`src/rtl/ps2_cmd_arbiter.sv`:
```
// Round-robin arbiter sharing the keyboard_controller command port between N_REQ requesters.
// Issues one command at a time, re-issues on Resend (0xFE), and bounds each attempt with a timeout.
module ps2_cmd_arbiter #(
    parameter int N_REQ          = 3,
    parameter int MAX_RETRY      = 2,
    parameter int TIMEOUT_CYCLES = 1000000
) (
    input  logic               clk,
    input  logic               rst,
    input  logic [N_REQ-1:0]   req_valid,
    input  logic [8*N_REQ-1:0] req_cmd,
    input  logic [8*N_REQ-1:0] req_data,
    output logic [N_REQ-1:0]   req_accept,
    output logic [N_REQ-1:0]   resp_valid,
    output logic [7:0]         resp_result,
    output logic               resp_err,
    output logic [7:0]         kb_cmd,
    output logic [7:0]         kb_cmd_data,
    output logic               kb_cmd_exec,
    input  logic [7:0]         kb_cmd_result,
    input  logic               kb_cmd_complete,
    input  logic               kb_busy
);

    localparam int IDX_W = (N_REQ > 1) ? $clog2(N_REQ) : 1;
    localparam int TO_W  = (TIMEOUT_CYCLES > 1) ? $clog2(TIMEOUT_CYCLES) : 1;
    localparam int RT_W  = (MAX_RETRY > 0) ? $clog2(MAX_RETRY + 1) : 1;

    localparam logic [TO_W-1:0]  TO_LAST    = TO_W'(TIMEOUT_CYCLES - 1);
    localparam logic [RT_W-1:0]  RETRY_MAX  = RT_W'(MAX_RETRY);
    localparam logic [IDX_W-1:0] LAST_INIT  = IDX_W'(N_REQ - 1);
    localparam logic [7:0]       RES_RESEND = 8'hFE;
    localparam logic [7:0]       RES_FAIL   = 8'hFC;

    typedef enum logic [2:0] {
        ST_IDLE      = 3'd0,
        ST_ISSUE     = 3'd1,
        ST_WAIT_DONE = 3'd2,
        ST_REISSUE   = 3'd3,
        ST_RESPOND   = 3'd4
    } state_t;

    state_t            state_r;
    state_t            next_state_s;
    logic [IDX_W-1:0]  grant_r;
    logic [IDX_W-1:0]  last_grant_r;
    logic [RT_W-1:0]   retry_r;
    logic [TO_W-1:0]   tmo_r;

    logic              hi_found_s;
    logic              lo_found_s;
    logic [IDX_W-1:0]  hi_idx_s;
    logic [IDX_W-1:0]  lo_idx_s;
    logic              win_found_s;
    logic [IDX_W-1:0]  win_idx_s;

    logic              grant_s;
    logic              tmo_clr_s;
    logic              tmo_inc_s;
    logic              retry_inc_s;
    logic              resp_load_s;
    logic [7:0]        resp_result_s;
    logic              resp_err_s;

    // Round-robin pick: lowest requester above last_grant, else lowest at or below it (wrap).
    always_comb begin
        hi_found_s = 1'b0;
        lo_found_s = 1'b0;
        hi_idx_s   = '0;
        lo_idx_s   = '0;
        for (int i = N_REQ - 1; i >= 0; i--) begin
            hi_found_s = hi_found_s | (req_valid[i] && (i > int'(last_grant_r)));
            lo_found_s = lo_found_s | (req_valid[i] && (i <= int'(last_grant_r)));
            hi_idx_s   = (req_valid[i] && (i > int'(last_grant_r)))  ? IDX_W'(i) : hi_idx_s;
            lo_idx_s   = (req_valid[i] && (i <= int'(last_grant_r))) ? IDX_W'(i) : lo_idx_s;
        end
        win_found_s = hi_found_s | lo_found_s;
        win_idx_s   = hi_found_s ? hi_idx_s : lo_idx_s;
    end

    // Next-state and datapath control; a completion beats a timeout in the same cycle.
    always_comb begin
        next_state_s  = state_r;
        grant_s       = 1'b0;
        tmo_clr_s     = 1'b0;
        tmo_inc_s     = 1'b0;
        retry_inc_s   = 1'b0;
        resp_load_s   = 1'b0;
        resp_result_s = 8'h00;
        resp_err_s    = 1'b0;
        case (state_r)
            ST_IDLE: begin
                if (!kb_busy && win_found_s) begin
                    grant_s      = 1'b1;
                    next_state_s = ST_ISSUE;
                end else begin
                    next_state_s = ST_IDLE;
                end
            end
            ST_ISSUE: begin
                if (tmo_r == TO_LAST) begin
                    resp_load_s   = 1'b1;
                    resp_result_s = 8'h00;
                    resp_err_s    = 1'b1;
                    next_state_s  = ST_RESPOND;
                end else if (kb_busy) begin
                    tmo_inc_s    = 1'b1;
                    next_state_s = ST_WAIT_DONE;
                end else begin
                    tmo_inc_s    = 1'b1;
                    next_state_s = ST_ISSUE;
                end
            end
            ST_WAIT_DONE: begin
                if (kb_cmd_complete) begin
                    if ((kb_cmd_result == RES_RESEND) && (retry_r < RETRY_MAX)) begin
                        retry_inc_s  = 1'b1;
                        next_state_s = ST_REISSUE;
                    end else begin
                        resp_load_s   = 1'b1;
                        resp_result_s = kb_cmd_result;
                        resp_err_s    = (kb_cmd_result == RES_RESEND) || (kb_cmd_result == RES_FAIL);
                        next_state_s  = ST_RESPOND;
                    end
                end else if (tmo_r == TO_LAST) begin
                    resp_load_s   = 1'b1;
                    resp_result_s = 8'h00;
                    resp_err_s    = 1'b1;
                    next_state_s  = ST_RESPOND;
                end else begin
                    tmo_inc_s    = 1'b1;
                    next_state_s = ST_WAIT_DONE;
                end
            end
            ST_REISSUE: begin
                if (!kb_busy) begin
                    tmo_clr_s    = 1'b1;
                    next_state_s = ST_ISSUE;
                end else begin
                    next_state_s = ST_REISSUE;
                end
            end
            ST_RESPOND: begin
                next_state_s = ST_IDLE;
            end
            default: begin
                next_state_s = ST_IDLE;
            end
        endcase
    end

    // State register.
    always_ff @(posedge clk) begin
        if (rst) begin
            state_r <= ST_IDLE;
        end else begin
            state_r <= next_state_s;
        end
    end

    // Registered outputs, latched command, and the retry/timeout counters.
    always_ff @(posedge clk) begin
        if (rst) begin
            grant_r      <= '0;
            last_grant_r <= LAST_INIT;
            retry_r      <= '0;
            tmo_r        <= '0;
            req_accept   <= '0;
            resp_valid   <= '0;
            resp_result  <= 8'h00;
            resp_err     <= 1'b0;
            kb_cmd       <= 8'h00;
            kb_cmd_data  <= 8'h00;
            kb_cmd_exec  <= 1'b0;
        end else begin
            kb_cmd_exec <= (next_state_s == ST_ISSUE);
            req_accept  <= grant_s ? (N_REQ'(1'b1) << win_idx_s) : '0;
            resp_valid  <= resp_load_s ? (N_REQ'(1'b1) << grant_r) : '0;
            if (grant_s) begin
                grant_r     <= win_idx_s;
                kb_cmd      <= req_cmd[{win_idx_s, 3'b000} +: 8];
                kb_cmd_data <= req_data[{win_idx_s, 3'b000} +: 8];
            end
            if (grant_s || tmo_clr_s) begin
                tmo_r <= '0;
            end else if (tmo_inc_s) begin
                tmo_r <= tmo_r + TO_W'(1);
            end
            if (grant_s) begin
                retry_r <= '0;
            end else if (retry_inc_s) begin
                retry_r <= retry_r + RT_W'(1);
            end
            if (resp_load_s) begin
                resp_result  <= resp_result_s;
                resp_err     <= resp_err_s;
                last_grant_r <= grant_r;
            end
        end
    end

endmodule

```
`config.mk`:
```
export PLATFORM = sky130hd
export DESIGN_NAME = ps2_cmd_arbiter
export DESIGN_NICKNAME = d
export VERILOG_FILES = /design/src/rtl/ps2_cmd_arbiter.sv
export SDC_FILE = /design/constraint.sdc
export NUM_CORES = 1
export LEC_CHECK = 0
export ABC_AREA = 1
export CAP_MARGIN = 20
export CORE_ASPECT_RATIO = 1.25
export CORE_UTILIZATION = 28
export DETAILED_ROUTE_END_ITERATION = 7
export SYNTH_ARGS = -nofsm -noshare
export SYNTH_HDL_FRONTEND = slang
export SYNTH_SLANG_ARGS = --single-unit
```
`constraint.sdc`:
```
create_clock -name clk -period 3.6 [get_ports clk]
set_clock_uncertainty 0.2 [all_clocks]
set_input_delay 0.72 -clock clk [delete_from_list [all_inputs] [get_ports clk]]
set_output_delay 0.72 -clock clk [all_outputs]
set_load 0.02 [all_outputs]
```
==> out/qor.txt, run 1 <==
outcome - complete, no violations
CP max FO - 18
CTS sink cnt - 61
hold_sp - kb_cmd[6]
r2r startpoint - tmo_r[0]
TritonCTS buffer count - 9
post-synthesis sequential area ratio - 0.367
commonest non-fill, non-tap cells in the layout - nand2_1 (150), clkdlybuf4s50_1 (94), nor2_1 (71)
final RePlAce weighted congestion - 0.833
Max clock buf depth - 2
Inserted Diodes - 0
initial antenna violation count - 0
DP Wirelength - 6720 um
Yosys reg bits - 61
Core Area - 0.0116 mm^2
period utilisation layout - 0.738
GRT Util Overall - 0.155
NumNets Final - 659
setup TNS - 0 ns
Starting DRT DRC Count - 205
Post-Synth XOR/XNOR Area - 0.0395
number of global-route vias before repair - 3288
final core occ - 0.403
clock slew at reported path FFs - 0.05 ns
max-slew violations - 0
unrepaired setup endpoints after global routing - no
via count - 3434
share of post-route cells with drive strength above 1 - 0.0651
CP Class - in -> reg
Final Hold Fails - 0
# Max-Cap Violations - 0
Post-Synth Adder-Cell Area - 0.00376
first-pass GRT wire length - 14800 um
TritonCTS clock tree - yes
DR vias/cell - 4.52
Die Span Y - 124 um
Final setup viols - 0
total grt overflow - 0
wirelength, routed - 9000 um
drt first pass iters - 4
ANT nets after route - 0
multiplexer share of the synthesized area - 0
Clock Latency Late Sink - 0.33 ns
Post-Synthesis Cell Area - 0.00333 mm^2
die area - 0.0123 mm^2
Max VDD drop - 0.000266 V
H-tree levels - 3
Startpoint Class - primary input
Buffers on Ports - 94
wire per inst - 11.8 um
synth warn - 0
critical path arrival - 2.65 ns
Yosys cell types - 31
synthesized-area fraction occupied by and/or/nand/nor cells - 0.384
Avg Inst Size Synth - 6.57 um^2
Worst Path Required - 3.60 ns
Root Buffer - clkbuf_16
Worst Setup SP - rst
hold buffer count at CTS - 0
Worst Setup End Kind - flip-flop
post-layout minimum cycle time - 2.66 ns
pwr dens - 409 mW/mm^2
Mapped Cells - 506
Die X - 99.5 um
postcts setup bufs - 0
Worst slew margin - 0.352
row count - 44
most common cell after layout, fill and taps aside - nand2_1
largest net degree at the start of global routing - 34
worst slew pin tran - 0.969 ns
worst min-delay path class - reg -> reg
I/O pin cnt - 95
Initial Util - 0.286
fmax - 376 MHz
Synthesized Nets - 570
largest family of logic cells by synthesized area - simple AND/OR/NAND/NOR gates
P&R area growth vs syn - 40.8%
Synth Area in Compound Gates - 0.105
LEAKAGE - 1.91 nW
drt drc - 0
post-CTS sizing - 0
-- critical path: stages --
cell and delay (ns):
clkdlybuf4s50_1 0.68, inv_1 0.28, nand2_1 0.22, clkinv_1 0.47
nand2_1 0.19, nand3_1 0.09
-- routing by layer --
| metal | vias to the layer above | wire length (um) | GRT usage |
|---|---|---|---|
| met5 | - | 0 | 0 |
| met2 | 99 | 4300 | 0.269 |
| met3 | 11 | 775 | 0.0606 |
| li1 | 1779 | - | - |
| met4 | 0 | 136 | 0.0726 |
| met1 | 1545 | 3790 | 0.166 |
-- power breakdown --
part | internal (mW) | leakage (nW) | total [mW] | switching (mW)
Sequential | 0.704 | 0.495 | 0.722 | 0.0173
Clock | 0.616 | 0.158 | 0.923 | 0.307
Combinational | 0.131 | 1.26 | 0.272 | 0.141
Total | 1.45 | 1.91 | 1.92 | 0.465
-- worst paths after layout --
path | slack (ns) | cells after the start | end
worst max register to register | 1.23 | 10 | last_grant_r[1]
worst min-delay path | 0.25 | 2 | kb_cmd[6]
worst max-delay path | 0.94 | 6 | kb_cmd[7]
worst min register to register | 0.25 | 2 | kb_cmd[6]
-- sequential cells by signal, indices dropped and copies added, names as in the netlist, 2 cells and up --
name          cells
last_grant_r      2
req_accept        3
resp_result       8
resp_valid        3
retry_r           2
kb_cmd_data       8
state_r           3
grant_r           2
kb_cmd            8
tmo_r            20
-- layout make-up --
class | count | area, um^2
clock buffers | 10 | 239
clock inverters | 5 | 75.1
fillers | 1198 | 6930
inverters | 59 | 221
multi-input cells | 368 | 1770
flip-flops and latches | 61 | 1220
well taps | 161 | 201
repair buffers | 96 | 956
-- stage by stage --
step / area, um^2 / power [mW] / setup slack (ns) / instances / hold slack (ns)
after floorplan: 3330 / 0.870 / 1.66 / 506 / 0.213
after global placement: 4370 / 1.01 / 0.704 / 745 / 0.241
after detailed placement: 4370 / 1.01 / 0.610 / 745 / 0.240
after CTS: 4680 / 1.94 / 0.933 / 760 / 0.257
after global routing: 4680 / 2.00 / 0.702 / 760 / 0.281
final: 4680 / 1.92 / 0.943 / 760 / 0.254
-- cells in the mapped netlist --
| master | instances | area share |
|---|---|---|
| a21oi_1 | 25 | 0.038 |
| a21oi_2 | 8 | 0.021 |
| a31oi_1 | 1 | 0.0019 |
| buf_2 | 5 | 0.0075 |
| buf_4 | 3 | 0.0068 |
| buf_6 | 4 | 0.014 |
| clkbuf_1 | 6 | 0.0068 |
| clkinv_1 | 2 | 0.0023 |
| dfxtp_1 | 61 | 0.37 |
| ha_1 | 1 | 0.0038 |
| inv_1 | 54 | 0.061 |
| inv_2 | 3 | 0.0034 |
| nand2_1 | 150 | 0.17 |
| nand2_2 | 2 | 0.0038 |
| nand2_4 | 2 | 0.0068 |
| nand3_1 | 55 | 0.083 |
| nand3_2 | 3 | 0.0090 |
| nand3_4 | 1 | 0.0053 |
| nand3b_1 | 5 | 0.011 |
| nand4_1 | 2 | 0.0038 |
| nor2_1 | 71 | 0.080 |
| nor2_2 | 1 | 0.0019 |
| nor2_4 | 1 | 0.0034 |
| nor3_1 | 1 | 0.0015 |
| nor3_2 | 1 | 0.0030 |
| nor4_1 | 1 | 0.0019 |
| o211ai_1 | 15 | 0.034 |
| o21ai_0 | 6 | 0.0090 |
| o21ai_1 | 1 | 0.0015 |
| xnor2_1 | 8 | 0.021 |
| xor2_1 | 7 | 0.018 |
-- cells by family after synthesis --
kind of cell | after synthesis
compound gates | 56
xor+xnor | 15
fa+ha+maj | 1
buf+inv | 77
flops | 61
simple gates | 296
Power figures use the tool's default switching activity.
==> run 2, diff against run 1 <==
==> constraint.sdc (replaced) <==
create_clock -name clk -period 2.3 [get_ports clk]
set_clock_uncertainty 0.2 [all_clocks]
set_input_delay 0.46 -clock clk [delete_from_list [all_inputs] [get_ports clk]]
set_output_delay 0.46 -clock clk [all_outputs]
set_load 0.02 [all_outputs]
==> run 2 against run 1 <==
Compared with the run above: first-iteration DRC count decreased by 21%; flip-flop and latch count unchanged; sequential power up 57%; routed wire length decreased by 2.1%; non-clock buffer count is 11 higher; via count is 1.1% higher; cell count up 1.6%; worst hold slack improved by 0.0017 ns; critical path type is now reg -> reg.
==> out/qor.txt, run 2 (synthesis gave the netlist of run 1 again) <==
outcome - complete, no violations
Worst slew margin - 0.632
commonest non-fill, non-tap cells in the layout - nand2_1 (150), clkdlybuf4s50_1 (94), nor2_1 (71)
Worst Setup SP - tmo_r[0]
Pint - 2.33 mW
first-pass GRT wire length - 14600 um
Buffers on Ports - 94
largest net degree at the start of global routing - 34
number of global-route vias before repair - 3253
postcts setup bufs - 0
Inserted Diodes - 0
power share of the clock group - 0.482
DR vias/cell - 4.50
worst slew pin tran - 0.548 ns
Root Buffer - clkbuf_16
P&R area growth vs syn - 44.8%
total grt overflow - 0
Largest register FFs - 20
Final setup viols - 0
Initial Util - 0.286
WP buf/inv - 1
critical path arrival - 2.04 ns
GR peak layer - met2
H-tree levels - 3
initial antenna violation count - 0
Top reg by flops - tmo_r
max-slew violations - 0
drt first pass iters - 4
Startpoint Class - flip-flop
R2R depth - 8
crit-path max cell delay - 0.39 ns
ANT nets after route - 0
CP max FO - 20
wire per inst - 11.4 um
die area - 0.0123 mm^2
post-layout minimum cycle time - 1.99 ns
period utilisation layout - 0.865
r2r startpoint - tmo_r[0]
wirelength, routed - 8810 um
post-CTS sizing - 0
met3 GRT Util - 0.0544
fmax - 503 MHz
CP Class - reg -> reg
Sw Ratio - 0.236
row count - 44
TritonCTS buffer count - 9
Reg area - 0.00122 mm^2
Max clock buf depth - 2
GR Layer Usage met1 - 0.165
Core Area - 0.0116 mm^2
drt drc - 0
hold buffer count at CTS - 0
CP Depth - 8
part of the power in registers - 0.370
Hold Crit Depth - 1
reg-to-reg slack, setup - 0.31 ns
Die X - 99.5 um
Final Hold Fails - 0
pwr dens - 633 mW/mm^2
multi-input logic area - 0.00177 mm^2
NumNets Final - 670
via count - 3473
CP max-delay cell - dfxtp_1
Psw - 719 uW
FF-to-FF End - tmo_r[14]
setup TNS - 0 ns
final worst slack - 0.311 ns
CTS sink cnt - 61
Die Span Y - 124 um
final RePlAce weighted congestion - 0.815
Worst Setup End Kind - flip-flop
combinational fraction of design power - 0.148
Worst Path Required - 2.35 ns
Fin Hold WS - 0.255 ns
I/O pin cnt - 95
clock slew at reported path FFs - 0.05 ns
critical path's most frequent cell - nand3_2
share of post-route cells with drive strength above 1 - 0.0818
DP Wirelength - 6630 um
unrepaired setup endpoints after global routing - no
worst min-delay path class - reg -> reg
Fillers - 1197
crit path cell chain - ha_1 > nand3_2 > nor2_4 > nand3_4 > nand3_2 > buf_4 > nand3_1 > a21oi_1
TritonCTS clock tree - yes
Post-Place Setup Slack - 0.0328 ns
Clock Latency Late Sink - 0.33 ns
most common cell after layout, fill and taps aside - nand2_1
LEAKAGE - 1.99 nW
Starting DRT DRC Count - 161
end point of the critical path - tmo_r[14]
GRT Util Overall - 0.150
M2 GR Usage - 0.264
# Max-Cap Violations - 0
Max VDD drop - 0.000357 V
Crit path max-delay family - simple AND/OR/NAND/NOR gates
## run 2: changes by cell type in the layout (fill, tap and decap cells not counted), sizes merged
cell	previous run	this run
clkinv	5	4
clkbuf	10	12
buf	2	13
## run 2: cell type report
| cell class | count | share of cell area |
|---|---|---|
| tap | 161 | 0.0418 |
| multi-input combinational | 368 | 0.367 |
| timing repair buffer | 107 | 0.223 |
| clock buffer | 12 | 0.0533 |
| sequential | 61 | 0.254 |
| clock inverter | 4 | 0.0145 |
| inverter | 59 | 0.0460 |
## run 2: how the worst min path moves through the flow
| stage | startpoint | to | slack (ns) |
|---|---|---|---|
| after floorplan | grant_r[0] | resp_valid[0] | 0.21 |
| after global placement | grant_r[0] | resp_valid[0] | 0.24 |
| after detailed placement | grant_r[0] | resp_valid[0] | 0.25 |
| after CTS | grant_r[0] | resp_valid[0] | 0.26 |
| after global routing | grant_r[0] | resp_valid[0] | 0.28 |
| final | grant_r[0] | resp_valid[0] | 0.26 |
## run 2: power groups by stage
stage	combinational (mW)	sequential (mW)	clock, mW
after detailed placement	0.454	1.15	0
after global placement	0.449	1.15	0
after CTS	0.456	1.13	1.51
final	0.450	1.13	1.47
after global routing	0.497	1.13	1.55
after floorplan	0.171	1.19	0
## run 2: through the flow
stage	instances	power (mW)	instance area, um^2	utilization
after floorplan	506	1.36	3330	-
after global placement	756	1.60	4490	0.386
after detailed placement	756	1.60	4490	0.386
after CTS	772	3.09	4820	0.415
after global routing	772	3.18	4820	0.415
final	772	3.05	4820	0.415
## run 2: routing by layer
layer,share of wire,up-vias
met3,0.082,10
met5,0,-
met2,0.49,114
met1,0.42,1547
li1,-,1802
met4,0.016,0
==> run 3, diff against run 2 <==
--- a/config.mk
+++ b/config.mk
@@ -5,9 +5,8 @@
 export SDC_FILE = /design/constraint.sdc
 export NUM_CORES = 1
 export LEC_CHECK = 0
-export ABC_AREA = 1
-export CAP_MARGIN = 20
 export CORE_ASPECT_RATIO = 1.25
+export CORE_MARGIN = 1.5
 export CORE_UTILIZATION = 28
 export DETAILED_ROUTE_END_ITERATION = 7
 export SYNTH_ARGS = -nofsm -noshare
==> run 3 against run 2 <==
Compared with the run above: the run now ends with negative setup slack left; clock power shrank 14%; sequential share of layout area grew 0.42 points; first-iteration DRC count shrank 19%; sequential power is essentially flat; routed wire length is essentially flat; final area shrank 1.3%; clock-buffer cell count is the same; die area shrank 11%; register-to-register slack lost 0.40 ns; global-route usage grew 1.1 points; utilization grew 5.6 points; largest power group unchanged.
==> out/qor.txt, run 3 <==
I/O pin cnt - 95
most common cell after layout, fill and taps aside - clkdlybuf4s50_1
Avg Inst Size Synth - 8.62 um^2
clock slew at reported path FFs - 0.05 ns
part of the power in registers - 0.390
ANT nets after route - 0
via count - 3074
first-pass GRT wire length - 14100 um
die area - 0.0110 mm^2
post-synthesis sequential area ratio - 0.422
power share of the clock group - 0.441
r2r startpoint - tmo_r[12]
Initial Util - 0.287
TritonCTS clock tree - yes
TritonCTS buffer count - 9
post-layout minimum cycle time - 2.39 ns
EDFF count, synth - 0
drt drc - 0
Core Area - 0.0101 mm^2
NumNets Final - 538
row count - 41
Starting DRT DRC Count - 131
final core occ - 0.470
Psw - 703 uW
fmax - 418 MHz
Largest register FFs - 20
final worst slack - -0.0904 ns
worst slew pin tran - 0.594 ns
R2R depth - 6
pwr dens - 604 mW/mm^2
Die X - 94.0 um
LEAKAGE - 1.77 nW
DP Wirelength - 6520 um
routed length on met2 - 4340 um
Inserted Diodes - 0
# Max-Cap Violations - 0
Mapped Cells - 336
Buffers on Ports - 94
setup TNS - -0.736 ns
worst min-delay path class - reg -> reg
Final setup viols - 15
crit path cell chain - or4_4 > or4_4 > o31ai_4 > buf_4 > nand2_2 > o31a_1
synth top area cells - dfxtp_1 (42%), a21oi_1 (4.3%), nand2_1 (4.3%)
Worst Setup SP - tmo_r[12]
share of post-route cells with drive strength above 1 - 0.209
crit-path max cell delay - 0.59 ns
Max VDD drop - 0.000323 V
ys async rst share - 0
Met3 Wirelength - 458 um
period utilisation layout - 1.04
critical path arrival - 2.40 ns
Post-Place Setup Slack - -0.365 ns
Top FF cell, synth - dfxtp_1
Worst Setup End Kind - flip-flop
GRT Util Overall - 0.161
DR vias/cell - 5.06
Startpoint Class - flip-flop
Crit path max-delay family - simple AND/OR/NAND/NOR gates
synth warn - 0
Top reg by flops - tmo_r
Pint - 2.17 mW
Yosys cell types - 52
Worst Path Required - 2.31 ns
CP max FO - 6
WP buf/inv - 1
most frequent cell after synthesis - dfxtp_1
critical path's most frequent cell - or4_4
CP Class - reg -> reg
CP max-delay cell - or4_4
Worst slew margin - 0.594
wl on met1 - 3880 um
final RePlAce weighted congestion - 0.807
post-synth top area cell - dfxtp_1
outcome - finished, violations left
max-slew violations - 0
Die Span Y - 117 um
combinational fraction of design power - 0.169
end point of the critical path - last_grant_r[1]
Commonest cells post-synth - dfxtp_1 (61), nand2_1 (33), a21oi_1 (25)
CP Depth - 6
initial antenna violation count - 0
DR top layer - met4
total grt overflow - 0
number of global-route vias before repair - 3044
Root Buffer - clkbuf_16
CTS sink cnt - 61
Post-Synthesis Cell Area - 0.00290 mm^2
Fin Hold WS - 0.251 ns
area share of the largest cell type after synthesis - 0.422
wirelength, routed - 8810 um
reg-to-reg slack, setup - -0.09 ns
Final Hold Fails - 0
FF-to-FF End - last_grant_r[1]
Sw Ratio - 0.245
Yosys reg bits - 61
Synthesized Nets - 400
failing checks - negative setup slack
Clock Latency Late Sink - 0.33 ns
commonest non-fill, non-tap cells in the layout - clkdlybuf4s50_1 (92), dfxtp_1 (58), buf_4 (56)
unrepaired setup endpoints after global routing - yes
Max clock buf depth - 2
wire per inst - 14.5 um
P&R area growth vs syn - 64.1%
H-tree levels - 3
drt first pass iters - 4
largest net degree at the start of global routing - 30
hold buffer count at CTS - 0
-- run 3: worst min path at each step --
stage / end / depth (start not counted) / start
finish: kb_cmd_data[3] / 2 / kb_cmd_data[3]
CTS: kb_cmd_data[3] / 2 / kb_cmd_data[3]
global route: resp_result[0] / 2 / resp_result[0]
floorplan: resp_valid[0] / 1 / grant_r[0]
detailed placement: kb_cmd_data[3] / 2 / kb_cmd_data[3]
global placement: kb_cmd_data[1] / 2 / kb_cmd_data[1]
-- run 3: area by class of cell --
cell class / instances / area, um^2
fillers: 978 / 5350
repair buffers: 152 / 1390
inverters: 10 / 37.5
flip-flops and latches: 61 / 1220
well taps: 129 / 161
multi-input cells: 240 / 1650
clock inverters: 3 / 20.0
clock buffers: 12 / 267
-- run 3: stage by stage --
stage          instances  cell area, um^2  total power, mW
6_report             607             4750             2.87
5_1_grt              607             4750             3.00
4_1_cts              607             4660             2.89
3_5_place_dp         590             4340             1.61
3_3_place_gp         590             4340             1.60
2_1_floorplan        336             2950             1.35
-- run 3: logic make-up (layout without fill, tap and decap cells) --
family	count (synthesis)	in the layout	synth area share
buf+inv	35	177	0.0471
simple gates	143	143	0.276
mux	1	1	0.00346
flops	61	61	0.422
xor+xnor	15	15	0.0454
fa+ha+maj	1	1	0.00432
compound gates	80	80	0.203
-- run 3: power by group through the flow --
stage / registers, mW / clock network [mW] / logic [mW]
finish: 1.12 / 1.27 / 0.484
global route: 1.12 / 1.35 / 0.522
CTS: 1.12 / 1.29 / 0.476
detailed placement: 1.14 / 0 / 0.466
global placement: 1.14 / 0 / 0.462
floorplan: 1.18 / 0 / 0.167
-- run 3: what timing repair did --
action / CTS / global route
pin swaps: 8 / 8
gates resized for setup: 4 / 20
setup endpoints to repair: 21 / 45
buffers inserted: 2 / 0
-- run 3: routing by layer --
metal,track usage,vias to the layer above
met2,0.284,79
met1,0.193,1448
li1,-,1536
met4,0.0537,0
met5,0,-
met3,0.0358,11
-- run 3: worst register-to-register path, cell delays in order, from the launching register on --
cell and delay [ns]:
dfxtp_2 0.32, or4_4 0.53, or4_4 0.59, o31ai_4 0.33, buf_4 0.18, nand2_2 0.04, o31a_1 0.09
